### src/rtl/apb4_master_bridge.sv
// APB4 requester: accepts one command at a time on a valid/ready port, runs an
// APB4 SETUP/ACCESS transfer and returns the result on a valid/ready response port.
module apb4_master_bridge #(
  parameter int ADDR_WIDTH     = 32,
  parameter int DATA_WIDTH     = 32,
  parameter int TIMEOUT_CYCLES = 16
) (
  input  logic                    PCLK,
  input  logic                    PRESETn,
  input  logic                    cmd_valid,
  output logic                    cmd_ready,
  input  logic                    cmd_write,
  input  logic [ADDR_WIDTH-1:0]   cmd_addr,
  input  logic [DATA_WIDTH-1:0]   cmd_wdata,
  input  logic [DATA_WIDTH/8-1:0] cmd_strb,
  input  logic [2:0]              cmd_prot,
  output logic                    rsp_valid,
  input  logic                    rsp_ready,
  output logic [DATA_WIDTH-1:0]   rsp_rdata,
  output logic                    rsp_err,
  output logic                    rsp_timeout,
  output logic                    PSEL,
  output logic                    PENABLE,
  output logic                    PWRITE,
  output logic [ADDR_WIDTH-1:0]   PADDR,
  output logic [DATA_WIDTH-1:0]   PWDATA,
  output logic [DATA_WIDTH/8-1:0] PSTRB,
  output logic [2:0]              PPROT,
  input  logic [DATA_WIDTH-1:0]   PRDATA,
  input  logic                    PREADY,
  input  logic                    PSLVERR
);

  localparam int STRB_W = DATA_WIDTH / 8;
  localparam int CNT_W  = (TIMEOUT_CYCLES > 2) ? $clog2(TIMEOUT_CYCLES) : 1;
  localparam logic [CNT_W-1:0] WAIT_LAST =
    (TIMEOUT_CYCLES > 0) ? CNT_W'(TIMEOUT_CYCLES - 1) : '0;

  typedef enum logic [1:0] {S_IDLE, S_SETUP, S_ACCESS, S_RESP} state_e;

  state_e                  state_q, state_d;
  logic                    cmd_ready_q, cmd_ready_d;
  logic                    pwrite_q, pwrite_d;
  logic [ADDR_WIDTH-1:0]   paddr_q, paddr_d;
  logic [DATA_WIDTH-1:0]   pwdata_q, pwdata_d;
  logic [STRB_W-1:0]       pstrb_q, pstrb_d;
  logic [2:0]              pprot_q, pprot_d;
  logic [CNT_W-1:0]        wait_q, wait_d;
  logic [DATA_WIDTH-1:0]   rsp_rdata_q, rsp_rdata_d;
  logic                    rsp_err_q, rsp_err_d;
  logic                    rsp_timeout_q, rsp_timeout_d;

  always_comb begin
    state_d       = state_q;
    pwrite_d      = pwrite_q;
    paddr_d       = paddr_q;
    pwdata_d      = pwdata_q;
    pstrb_d       = pstrb_q;
    pprot_d       = pprot_q;
    wait_d        = wait_q;
    rsp_rdata_d   = rsp_rdata_q;
    rsp_err_d     = rsp_err_q;
    rsp_timeout_d = rsp_timeout_q;
    case (state_q)
      S_IDLE: begin
        if (cmd_valid && cmd_ready_q) begin
          pwrite_d = cmd_write;
          paddr_d  = cmd_addr;
          pwdata_d = cmd_wdata;
          pstrb_d  = cmd_write ? cmd_strb : '0;
          pprot_d  = cmd_prot;
          state_d  = S_SETUP;
        end
      end
      S_SETUP: begin
        wait_d  = '0;
        state_d = S_ACCESS;
      end
      S_ACCESS: begin
        // Completion takes priority over a timeout landing on the same cycle.
        if (PREADY) begin
          rsp_rdata_d   = pwrite_q ? '0 : PRDATA;
          rsp_err_d     = PSLVERR;
          rsp_timeout_d = 1'b0;
          state_d       = S_RESP;
        end else if (TIMEOUT_CYCLES != 0 && wait_q == WAIT_LAST) begin
          rsp_rdata_d   = '0;
          rsp_err_d     = 1'b1;
          rsp_timeout_d = 1'b1;
          state_d       = S_RESP;
        end else begin
          wait_d = wait_q + CNT_W'(1);
        end
      end
      S_RESP: begin
        if (rsp_ready) state_d = S_IDLE;
      end
      default: state_d = S_IDLE;
    endcase
    // Registered so cmd_ready stays low for the whole reset and rises one cycle after release.
    cmd_ready_d = (state_d == S_IDLE);
  end

  always_ff @(posedge PCLK) begin
    if (!PRESETn) begin
      state_q       <= S_IDLE;
      cmd_ready_q   <= 1'b0;
      pwrite_q      <= 1'b0;
      paddr_q       <= '0;
      pwdata_q      <= '0;
      pstrb_q       <= '0;
      pprot_q       <= '0;
      wait_q        <= '0;
      rsp_rdata_q   <= '0;
      rsp_err_q     <= 1'b0;
      rsp_timeout_q <= 1'b0;
    end else begin
      state_q       <= state_d;
      cmd_ready_q   <= cmd_ready_d;
      pwrite_q      <= pwrite_d;
      paddr_q       <= paddr_d;
      pwdata_q      <= pwdata_d;
      pstrb_q       <= pstrb_d;
      pprot_q       <= pprot_d;
      wait_q        <= wait_d;
      rsp_rdata_q   <= rsp_rdata_d;
      rsp_err_q     <= rsp_err_d;
      rsp_timeout_q <= rsp_timeout_d;
    end
  end

  assign cmd_ready   = cmd_ready_q;
  assign PSEL        = (state_q == S_SETUP) || (state_q == S_ACCESS);
  assign PENABLE     = (state_q == S_ACCESS);
  assign PWRITE      = pwrite_q;
  assign PADDR       = paddr_q;
  assign PWDATA      = pwdata_q;
  assign PSTRB       = pstrb_q;
  assign PPROT       = pprot_q;
  assign rsp_valid   = (state_q == S_RESP);
  assign rsp_rdata   = rsp_rdata_q;
  assign rsp_err     = rsp_err_q;
  assign rsp_timeout = rsp_timeout_q;

endmodule
### config.mk
export PLATFORM = sky130hd
export DESIGN_NAME = apb4_master_bridge
export DESIGN_NICKNAME = d
export VERILOG_FILES = /design/src/rtl/apb4_master_bridge.sv
export SDC_FILE = /design/constraint.sdc
export NUM_CORES = 1
export LEC_CHECK = 0
export CORE_MARGIN = 2
export CORE_UTILIZATION = 43
export DETAILED_ROUTE_END_ITERATION = 10
export PLACE_DENSITY = 0.86
export SYNTH_ARGS = -nofsm -noshare
export SYNTH_HDL_FRONTEND = slang
export SYNTH_SLANG_ARGS = --single-unit
### constraint.sdc
create_clock -name PCLK -period 3.4 [get_ports PCLK]
set_clock_uncertainty 0.2 [all_clocks]
set_input_delay 0.68 -clock PCLK [delete_from_list [all_inputs] [get_ports PCLK]]
set_output_delay 0.68 -clock PCLK [all_outputs]
set_load 0.02 [all_outputs]
==> results of run 1 <==
==> layer usage <==
metal  vias up  wire length (microns)
met5         -                      0
met4         0                    201
met3        20                   1010
met2       207                   7030
met1      2169                   5520
li1       2179                      -
==> worst max-delay path by stage <==
stage                          start         to  cells after the start
after floorplan           state_q[0]  cmd_ready                      5
final                     state_q[1]       PSEL                      3
after CTS                 state_q[0]       PSEL                      3
after global routing      state_q[0]       PSEL                      3
after detailed placement   cmd_valid   PSTRB[3]                      5
after global placement     cmd_valid   PSTRB[1]                      5
==> cell usage after synthesis (all sizes together) <==
cell    number
a21boi       1
o221a        1
inv          5
o21ai        2
a221oi       1
nand2      145
nor3         2
nor4         1
and2         1
clkbuf      25
dfxtp      113
nand2b       1
nand4b      33
nor2b        3
a31oi        1
nor2         2
a211oi       2
a21oi      106
o21ba        2
o311a        1
and4b        1
nand3       39
nand4        1
o22ai        1
and3         3
buf         19
ha           6
==> critical path: stages (launching register included) <==
cell,delay [ps]
sky130_fd_sc_hd__dfxtp_1,400
sky130_fd_sc_hd__inv_1,110
sky130_fd_sc_hd__ha_1,370
sky130_fd_sc_hd__clkdlybuf4s50_1,650
==> flip-flops by register name, summed over array words and instances, names as in the netlist <==
name	flops
PWDATA	32
rsp_rdata	32
PADDR	32
PPROT	3
PWRITE	1
rsp_timeout	1
state_q	2
rsp_err	1
cmd_ready	1
wait_q	4
PSTRB	4
==> metrics by stage <==
stage | setup slack (ps) | hold slack (ps)
global route | 370 | 271
global placement | 856 | 241
finish | 487 | 242
CTS | 471 | 247
floorplan | 1540 | 263
detailed placement | 825 | 239
==> logic make-up after synthesis <==
group,after synthesis,synth area share [%]
compound gates,118,14.5
fa+ha+maj,6,1.74
buf+inv,49,4.83
flops,113,52.6
simple gates,232,26.3
==> power breakdown <==
part           switching, uW  leakage (uW)  internal, uW  total, uW
Combinational            629       0.00128           519       1150
Sequential              78.0      0.000916          1470       1550
Clock                    560      0.000308          1260       1820
Total                   1270       0.00251          3250       4520
==> final cells by class <==
| type | count | share of cell area (%) |
|---|---|---|
| Inverter | 5 | 0.279 |
| Multi-Input combinational cell | 356 | 25.6 |
| Clock inverter | 4 | 1.32 |
| Timing Repair Buffer | 228 | 31.6 |
| Tap cell | 133 | 2.32 |
| Clock buffer | 25 | 7.30 |
| Sequential cell | 113 | 31.5 |
==> impl_results.md, run 1 <==
- Power Density: ~630 mW/mm^2
- Reg-to-reg endpoint: cmd_ready
- Die span in x: between 100 and 150 microns
- DR vias/cell: between 5 and 6
- CP Capture Type: output port
- Post-layout nets: 837
- Flop and latch count out of synthesis: around 110
- Area occupied by registers: ~0.0023 sq mm
- Post-DR wirelength/cell: approximately 16 microns
- Synthesized area: about 0.0043 sq mm
- Depth of the worst register-to-register path: 6
- FF-to-FF setup slack: roughly 900 ps
- Pin slew with the least headroom to its limit: just over 700 ps
- Area after detailed placement: about 0.0066 sq mm
- Number of buffers inserted to repair setup after CTS: 0
- Area Growth Syn to Fin: 66.8%
- Number of iterations in the first detailed-routing pass: 5
- Clock tree from TritonCTS: done
- Syn_area_per_cell: 8.31 sq um
- Met3 capacity usage during global routing: roughly 8.5%
- Sequential area share after synthesis: roughly 53%
- Max Freq: around 0.34 GHz
- Worst Path Class, Setup: reg -> out
- Share of cells above drive strength 1: roughly 6.2%
- Area of the placeable core: between 0.009 and 0.01 sq mm
- Number of maximum-capacitance violations: 0
- Final total negative setup slack: 0 ps
- Final core utilization: between 70% and 80%
- Static leakage: 0.00251 uW
- Initial antenna violation count: 0
- Kind of launch point of the worst setup path: flop
- CTS H-Tree Depth: 4
- Die footprint: between 0.01 and 0.015 sq mm
- Status: finished clean
- Nets in the synthesized netlist: around 630
- Most common cell after layout, fill and taps aside: sky130_fd_sc_hd__clkdlybuf4s50_1
- Maximum ir drop on the vdd rail: 0.289 mV
- CTS sink cnt: about 110
- Final-report hold violation count: 0
- Worst flop-to-flop path startpoint: state_q[0]
- Commonest cells after routing, fill and taps aside: sky130_fd_sc_hd__clkdlybuf4s50_1, sky130_fd_sc_hd__nand2_1, sky130_fd_sc_hd__dfxtp_1, sky130_fd_sc_hd__a21oi_1, sky130_fd_sc_hd__nand3_1
- Synth top area share: a little over half
- Clk pin slew, worst setup/hold paths: around 50 ps
- Number of port buffers: between 200 and 250
- Worst Hold Path EP: rsp_timeout
- Largest cells by area after synthesis: sky130_fd_sc_hd__dfxtp_1, sky130_fd_sc_hd__nand2_1, sky130_fd_sc_hd__a21oi_1
- Setup repair after global routing missed its margin: false
- Routing usage on met2: a little over two fifths
- Number of DRC violations after detailed routing: 0
- Classification of the worst-slack hold path: reg -> reg
- Latest clock arrival within the worst-skew pair: between 500 and 600 ps
- Wire length of the first global-routing pass: ~22000 microns
- N_diodes: 0
- Total global routing track utilization: around 25%
- Via Count: 4575
- Number of CTS-inserted buffers: 17
- Vias in the first global route: around 4300
- Number of gates resized after CTS: 0
- Post-cts hold buffer count: 0
- Area used by multi-input combinational logic: between 0.0015 and 0.002 sq mm
- CP required: between 2000 and 3000 ps
- Data arrival at the endpoint of the critical path: 2030 ps
- Cell Count, Final, Fillers Out: 864
- Fin crit period: approximately 2900 ps
- Max_slew headroom: roughly 50%
- Maximum number of pins on one net before global-route repair: 73
- Hpwl dp: approximately 9500 microns
- Met1 global-route usage: 28.3%
- Number of rows in the core area: 36
- Largest fanout on the critical path: 5
- Global route total overflow: 0
- Total non-filler cell area in the finished layout: a little over 0.007 sq mm
- Ports placed on the boundary: 220
- Routability congestion estimate from global placement: just over 0.8
- Starting utilization of the core area: between 40% and 50%
- Endpoints failing setup: 0
- Most congested layer reported by global routing: met2
- Cell taking the most area after synthesis: sky130_fd_sc_hd__dfxtp_1
- Final worst-path cycle share: a little under nine tenths
- Number of distinct library cell variants in the gate-level netlist after synthesis: 28
- Start point of the worst min-delay path: rsp_timeout
- Routed wire length: around 14000 microns
- Number of warnings reported in the yosys synthesis log: 0
- Number of stages on the worst hold path: 2
- Count of pins over their slew limit: 0
- First-iteration detailed-routing DRC count: roughly 330
- Detail Route Antenna Nets: 0
- Number of instances in the synthesized netlist: roughly 520
- Height of the die: between 100 and 150 microns
- Max clock buf depth: 2
- Total of fill cells in the finished design: approximately 700
- Number of cells in the design after placement: about 840
- Final total power: 4520 uW
- Root buffer cell: sky130_fd_sc_hd__clkbuf_8
No activity file was read; power rests on OpenSTA's default activity.
==> run 2: changes to the inputs <==
Settings changed: ABC_CLOCK_PERIOD_IN_PS set to 2550, CORE_UTILIZATION 43 to 36, PLACE_DENSITY 0.86 to 0.77, REMOVE_ABC_BUFFERS set to 1.
Clock period 3.4 ns to 2.55 ns, I/O delays scaled along.
==> run 2 against run 1 <==
  * The flow now finishes with violations (design-rule violations)
  * Utilization fell by 12 points
  * Non-clock buffer count rose by 4
  * First-iteration DRC count rose by 19%
  * Sequential power rose by 34%
  * Final cell count rose by 1.6%
  * Critical endpoint is now PENABLE
  * Largest cell class unchanged
==> impl_results.md, run 2 (synthesis results as in run 1) <==
- Final worst-path cycle share: 97.4%
- Classification of the worst-slack hold path: reg -> reg
- Wire length of the first global-routing pass: 21100 microns
- Critical Path, Cell by Cell: inv_1 > ha_1 > clkdlybuf4s50_1
- Die footprint: around 0.013 sq mm
- Final-report hold violation count: 0
- Post-cts hold buffer count: 0
- Area of the placeable core: 0.0116 sq mm
- Violated checks: design-rule violations
- N_diodes: 0
- Power Density: approximately 800 mW/mm^2
- Post-layout nets: about 840
- DR vias/cell: around 5
- Die span in x: approximately 110 microns
- Psw: approximately 1700 uW
- Number of CTS-inserted buffers: 17
- Fin worst setup slack: slightly below 70 ps
- CTS sink cnt: 113
- Total global routing track utilization: ~21%
- Data arrival at the endpoint of the critical path: 1770 ps
- Endpoints failing setup: 0
- Count of pins over their slew limit: 0
- Latest clock arrival within the worst-skew pair: approximately 400 ps
- CP required: approximately 1800 ps
- Total non-filler cell area in the finished layout: 0.00720 sq mm
- Max stage delay on crit path: roughly 640 ps
- Clock tree from TritonCTS: done
- Initial antenna violation count: 0
- Most common cell after layout, fill and taps aside: sky130_fd_sc_hd__clkdlybuf4s50_1
- Number of iterations in the first detailed-routing pass: 7
- Number of DRC violations after detailed routing: 1
- Detail Route Antenna Nets: 0
- Setup repair after global routing missed its margin: false
- Number of port buffers: 219
- Vias in the first global route: roughly 4300
- Starting utilization of the core area: between 30% and 40%
- Maximum number of pins on one net before global-route repair: 68
- Routed length on met3: 1260 microns
- Via Count: 4452
- Static leakage: approximately 0.0025 uW
- CP Capture Type: output port
- Internal power of the cells: 4160 uW
- Worst Path Class, Setup: reg -> out
- Crit-path leading delay family: buffers and inverters
- Root buffer cell: sky130_fd_sc_hd__clkbuf_16
- Number of rows in the core area: 39
- Status: finished with violations
- Placement Setup Slack: around 360 ps
- Max Freq: a little over 0.4 GHz
- Share of cells above drive strength 1: ~6.4%
- Area Growth Syn to Fin: 67.3%
- Height of the die: roughly 110 microns
- Post-DR wirelength/cell: between 15 and 20 microns
- Top sig layer: met4
- Kind of launch point of the worst setup path: flop
- Number of maximum-capacitance violations: 0
- Slowest cell on crit path: sky130_fd_sc_hd__clkdlybuf4s50_1
- Fin crit period: between 2000 and 2500 ps
- Area after detailed placement: ~0.0066 sq mm
- Maximum ir drop on the vdd rail: between 0.4 and 0.5 mV
- Met2 WL post-DR: between 6000 and 7000 microns
- Max clock buf depth: 2
- Pin slew with the least headroom to its limit: ~420 ps
- Final hold slack: between 200 and 300 ps
- First-iteration detailed-routing DRC count: just under 400
- Register share of total power: a little over a third
- Net Sw Frac: roughly 29%
- Commonest cells after routing, fill and taps aside: sky130_fd_sc_hd__clkdlybuf4s50_1, sky130_fd_sc_hd__nand2_1, sky130_fd_sc_hd__dfxtp_1, sky130_fd_sc_hd__a21oi_1, sky130_fd_sc_hd__nand3_1
- Detailed-routing wirelength on met1: roughly 5400 microns
- Routed wire length: around 13000 microns
- Proportion of power drawn by combinational gates: 26.2%
- CTS H-Tree Depth: 4
- Ports placed on the boundary: 220
- Hpwl dp: 9370 microns
- Clock Power Share: about two fifths
- Global route total overflow: 0
- Clk pin slew, worst setup/hold paths: 50 ps
- FF-to-FF setup slack: 450 ps
- Routability congestion estimate from global placement: roughly 0.84
- Combined buffer and inverter count along the critical path: 2
- Max_slew headroom: 72.3%
- Largest fanout on the critical path: 4
-- run 2: cell type report --
class / instances / area (sq um)
clock inverter: 7 / 85.1
tap: 143 / 179
multi-input combinational: 356 / 1840
inverter: 5 / 20.0
sequential: 113 / 2260
fill: 985 / 4370
timing repair buffer: 232 / 2340
clock buffer: 22 / 474
-- run 2: worst paths after layout --
path / to / cells after the start / startpoint
worst min register to register: PWDATA[29] / 2 / PWDATA[29]
worst min-delay path: PWDATA[29] / 2 / PWDATA[29]
worst max-delay path: PENABLE / 3 / state_q[0]
worst max register to register: rsp_err / 7 / state_q[0]
-- run 2: stage by stage --
stage          util (%)  setup TNS, ps  std cells  power, uW
2_1_floorplan         -         -13830        474       2850
3_3_place_gp       57.4              0        849       3610
3_5_place_dp       57.4              0        849       3650
4_1_cts            62.3              0        878       5910
5_1_grt            62.3              0        878       6120
6_report           62.3              0        878       5850
-- run 2: routing by layer --
layer	vias to the layer above	track usage, %
met5	-	0
met4	0	9.67
met3	21	7.71
met2	202	34.0
met1	2043	23.9
li1	2186	-
-- run 2: repair_timing --
item,4_1_cts,5_1_grt
setup buffers,0,0
setup endpoints to repair,1,0
resized for setup,1,0
endpoints found under the hold margin,0,0
-- run 2: power groups by stage --
| stage | Clock (uW) | Combinational [uW] | Sequential (uW) |
|---|---|---|---|
| 3_3_place_gp | 0 | 1510 | 2090 |
| 3_5_place_dp | 0 | 1540 | 2100 |
| 5_1_grt | 2380 | 1650 | 2090 |
| 2_1_floorplan | 0 | 522 | 2320 |
| 6_report | 2250 | 1530 | 2070 |
| 4_1_cts | 2290 | 1550 | 2070 |
-- run 2: worst min-delay path, delay by kind of cell (launching register included) --
kind | cells | cell delay [ps]
AO/OA/AOI/OAI | 1 | 50
flip-flops | 1 | 300
AND/OR/NAND/NOR | 1 | 50
==> run 3: changes to the inputs <==
Settings changed: ABC_AREA set to 1, CAP_MARGIN set to 20, PLACE_DENSITY 0.77 to 0.76.
==> run 3 against run 2 <==
  * The flow now finishes without violations
  * Clock-buffer cell count grew 4
  * Sequential power fell by 8%
  * Synthesized cell count rose by 3.7%
  * First-iteration DRC count shrank 6.5%
  * Largest cell class unchanged
==> impl_results.md, run 3 <==
- Endpoints failing setup: 0
- Reg-to-reg endpoint: rsp_rdata[0]
- Largest fanout on the critical path: 6
- Number of warnings reported in the yosys synthesis log: 0
- Share of synthesized registers carrying an async set or reset: 0%
- Number of buffers inserted to repair setup after CTS: 0
- Clock tree from TritonCTS: done
- Worst Hold Path EP: PWDATA[24]
- Status: finished clean
- Number of stages on the worst hold path: 2
- Maximum ir drop on the vdd rail: about 0.46 mV
- Number of port buffers: roughly 220
- Largest cells by area after synthesis: sky130_fd_sc_hd__dfxtp_1, sky130_fd_sc_hd__nand2_1, sky130_fd_sc_hd__a21oi_1
- Synth top area share: 52.1%
- Final worst-path cycle share: a little over nine tenths
- Number of rows in the core area: 40
- Area of the placeable core: 0.0119 sq mm
- Depth of the worst register-to-register path: 8
- Share of cells above drive strength 1: ~11%
- Power Density: ~700 mW/mm^2
- CTS H-Tree Depth: 4
- Height of the die: roughly 110 microns
- Post-layout nets: about 870
- Number of CTS-inserted buffers: 17
- Placement Setup Slack: between 300 and 400 ps
- Leading cell types by count after synthesis: sky130_fd_sc_hd__nand2_1, sky130_fd_sc_hd__dfxtp_1, sky130_fd_sc_hd__a21oi_1
- Number of gates resized after CTS: 2
- Flop and latch count out of synthesis: 113
- CP required: roughly 1800 ps
- CTS sink cnt: 113
- Setup repair after global routing missed its margin: false
- Fin worst setup slack: 142 ps
- Detail Route Antenna Nets: 0
- Cell with the most instances after synthesis: sky130_fd_sc_hd__nand2_1
- Kind of launch point of the worst setup path: flop
- Number of distinct library cell variants in the gate-level netlist after synthesis: 23
- Wire length of the first global-routing pass: ~21000 microns
- Routed wire length: approximately 13000 microns
- Launching element of the worst setup path: state_q[0]
- First-iteration detailed-routing DRC count: about 370
- Commonest cells after routing, fill and taps aside: sky130_fd_sc_hd__clkdlybuf4s50_1, sky130_fd_sc_hd__nand2_1, sky130_fd_sc_hd__dfxtp_1, sky130_fd_sc_hd__a21oi_1, sky130_fd_sc_hd__nor2_1
- Sequential area share after synthesis: between 50 and 60%
- Worst flop-to-flop path startpoint: state_q[0]
- Hpwl dp: around 9400 microns
- Die footprint: ~0.013 sq mm
- Routability congestion estimate from global placement: about 0.8
- Pin slew with the least headroom to its limit: 537 ps
- Max Freq: between 0.4 and 0.5 GHz
- Arithmetic-cell share of the synthesized area counting full adders, half adders and majority gates: 1.73%
- DR vias/cell: 4.85
- Portion of netlist area occupied by mux cells: 0%
- Post-DR wirelength/cell: around 15 microns
- CP Capture Type: output port
- Number of flops mapped to enable cells by yosys: 0
- Total global routing track utilization: 20.8%
- Cell taking the most area after synthesis: sky130_fd_sc_hd__dfxtp_1
- Starting utilization of the core area: between 30% and 40%
- Latest clock arrival within the worst-skew pair: approximately 400 ps
- Top sig layer: met4
- Number of iterations in the first detailed-routing pass: 4
- Ports placed on the boundary: 220
- Die span in x: roughly 110 microns
- Global route total overflow: 0
- Primary flip-flop cell chosen by synthesis mapping: sky130_fd_sc_hd__dfxtp_1
- Total of fill cells in the finished design: slightly above 1000
- Static leakage: between 0.002 and 0.003 uW
- Clk pin slew, worst setup/hold paths: 50 ps
- Most common cell after layout, fill and taps aside: sky130_fd_sc_hd__clkdlybuf4s50_1
- Initial antenna violation count: 0
- Fin crit period: roughly 2400 ps
- Area Growth Syn to Fin: 65.2%
- Final total power: approximately 4900 uW
- Dominant combinational cell family by area after synthesis: simple AND/OR/NAND/NOR gates
- Root buffer cell: sky130_fd_sc_hd__clkbuf_16
- Syn_area_per_cell: 8.09 sq um
- Max clock buf depth: 2
- Vias in the first global route: 4439
- Synth Area in Compound Gates: 19.4%
- Via Count: ~4400
- Maximum number of pins on one net before global-route repair: between 50 and 60
- Number of instances in the synthesized netlist: 537
- Start point of the worst min-delay path: PWDATA[24]
- Xor/xnor share of the synthesized area: 0%
- Number of maximum-capacitance violations: 0
- Detailed-routing wirelength on met1: between 5000 and 6000 microns
- Met2 WL post-DR: 6090 microns
- Post-cts hold buffer count: 0
- Max_slew headroom: 64.2%
- Final total negative setup slack: 0 ps
- Classification of the worst-slack hold path: reg -> reg
- Routed length on met3: between 1500 and 2000 microns
- Count of pins over their slew limit: 0
- FF-to-FF setup slack: roughly 520 ps
- Post-Synth Simple-Gate Area: between 20% and 30%
- Worst Path Class, Setup: reg -> out
- Final-report hold violation count: 0
- Synthesized area: 0.00434 sq mm
- Data arrival at the endpoint of the critical path: 1700 ps
- N_diodes: 0
- Number of DRC violations after detailed routing: 0
-- run 3: changes by cell type in the layout (fill, tap and decap cells not counted), moves of 19 or more --
| cell | before | now |
|---|---|---|
| sky130_fd_sc_hd__a21oi_1 | 106 | 78 |
| sky130_fd_sc_hd__a21oi_2 | 0 | 30 |
| sky130_fd_sc_hd__nand3_1 | 38 | 4 |
| sky130_fd_sc_hd__nand4b_1 | 33 | 0 |
| sky130_fd_sc_hd__nor2_1 | 2 | 42 |
| sky130_fd_sc_hd__o21ai_1 | 0 | 19 |
-- run 3: how the worst max path moves through the flow --
stage / end / slack, ps / depth (start not counted)
floorplan: rsp_rdata[0] / 260 / 4
global placement: rsp_rdata[0] / 340 / 7
detailed placement: PSEL / 300 / 3
CTS: PENABLE / 30 / 3
global route: PSEL / 40 / 3
finish: PSEL / 140 / 3
-- run 3: through the flow --
step	utilization (%)	cell area (sq um)	cells	hold slack (ps)
3_5_place_dp	55.4	6600	878	255
5_1_grt	60.2	7170	909	282
2_1_floorplan	-	4140	503	284
6_report	60.2	7170	909	264
3_3_place_gp	55.4	6600	878	250
4_1_cts	60.2	7170	909	265
-- run 3: routing by layer --
| layer | vias up | global-route usage, % |
|---|---|---|
| li1 | 2166 | - |
| met1 | 2024 | 23.6 |
| met2 | 206 | 33.5 |
| met3 | 13 | 10.8 |
| met4 | 0 | 7.64 |
| met5 | - | 0 |
-- run 3: final cells by class --
type / instances / area [sq um] / area share, %
Sequential cell: 113 / 2260 / 31.5
Multi-Input combinational cell: 370 / 1810 / 25.2
Tap cell: 147 / 184 / 2.56
Clock buffer: 26 / 519 / 7.24
Timing Repair Buffer: 228 / 2270 / 31.7
Clock inverter: 5 / 50.0 / 0.698
Inverter: 20 / 75.1 / 1.05
-- run 3: kinds of logic (layout without fill, tap and decap cells) --
| kind of cell | count (synthesis) | count (layout) |
|---|---|---|
| AND/OR/NAND/NOR | 218 | 218 |
| buffers and inverters | 54 | 279 |
| flip-flops | 113 | 113 |
| AO/OA/AOI/OAI | 146 | 146 |
| adder cells (fa/ha/maj) | 6 | 6 |
-- run 3: power by group --
group	switching [uW]	internal, uW
Combinational	377	366
Sequential	47.0	1860
Clock	758	1480
-- run 3: critical path, stage by stage (launching register included) --
cell and delay [ps]:
sky130_fd_sc_hd__dfxtp_1 400, sky130_fd_sc_hd__inv_1 120, sky130_fd_sc_hd__ha_1 420, sky130_fd_sc_hd__dlygate4sd2_1 360
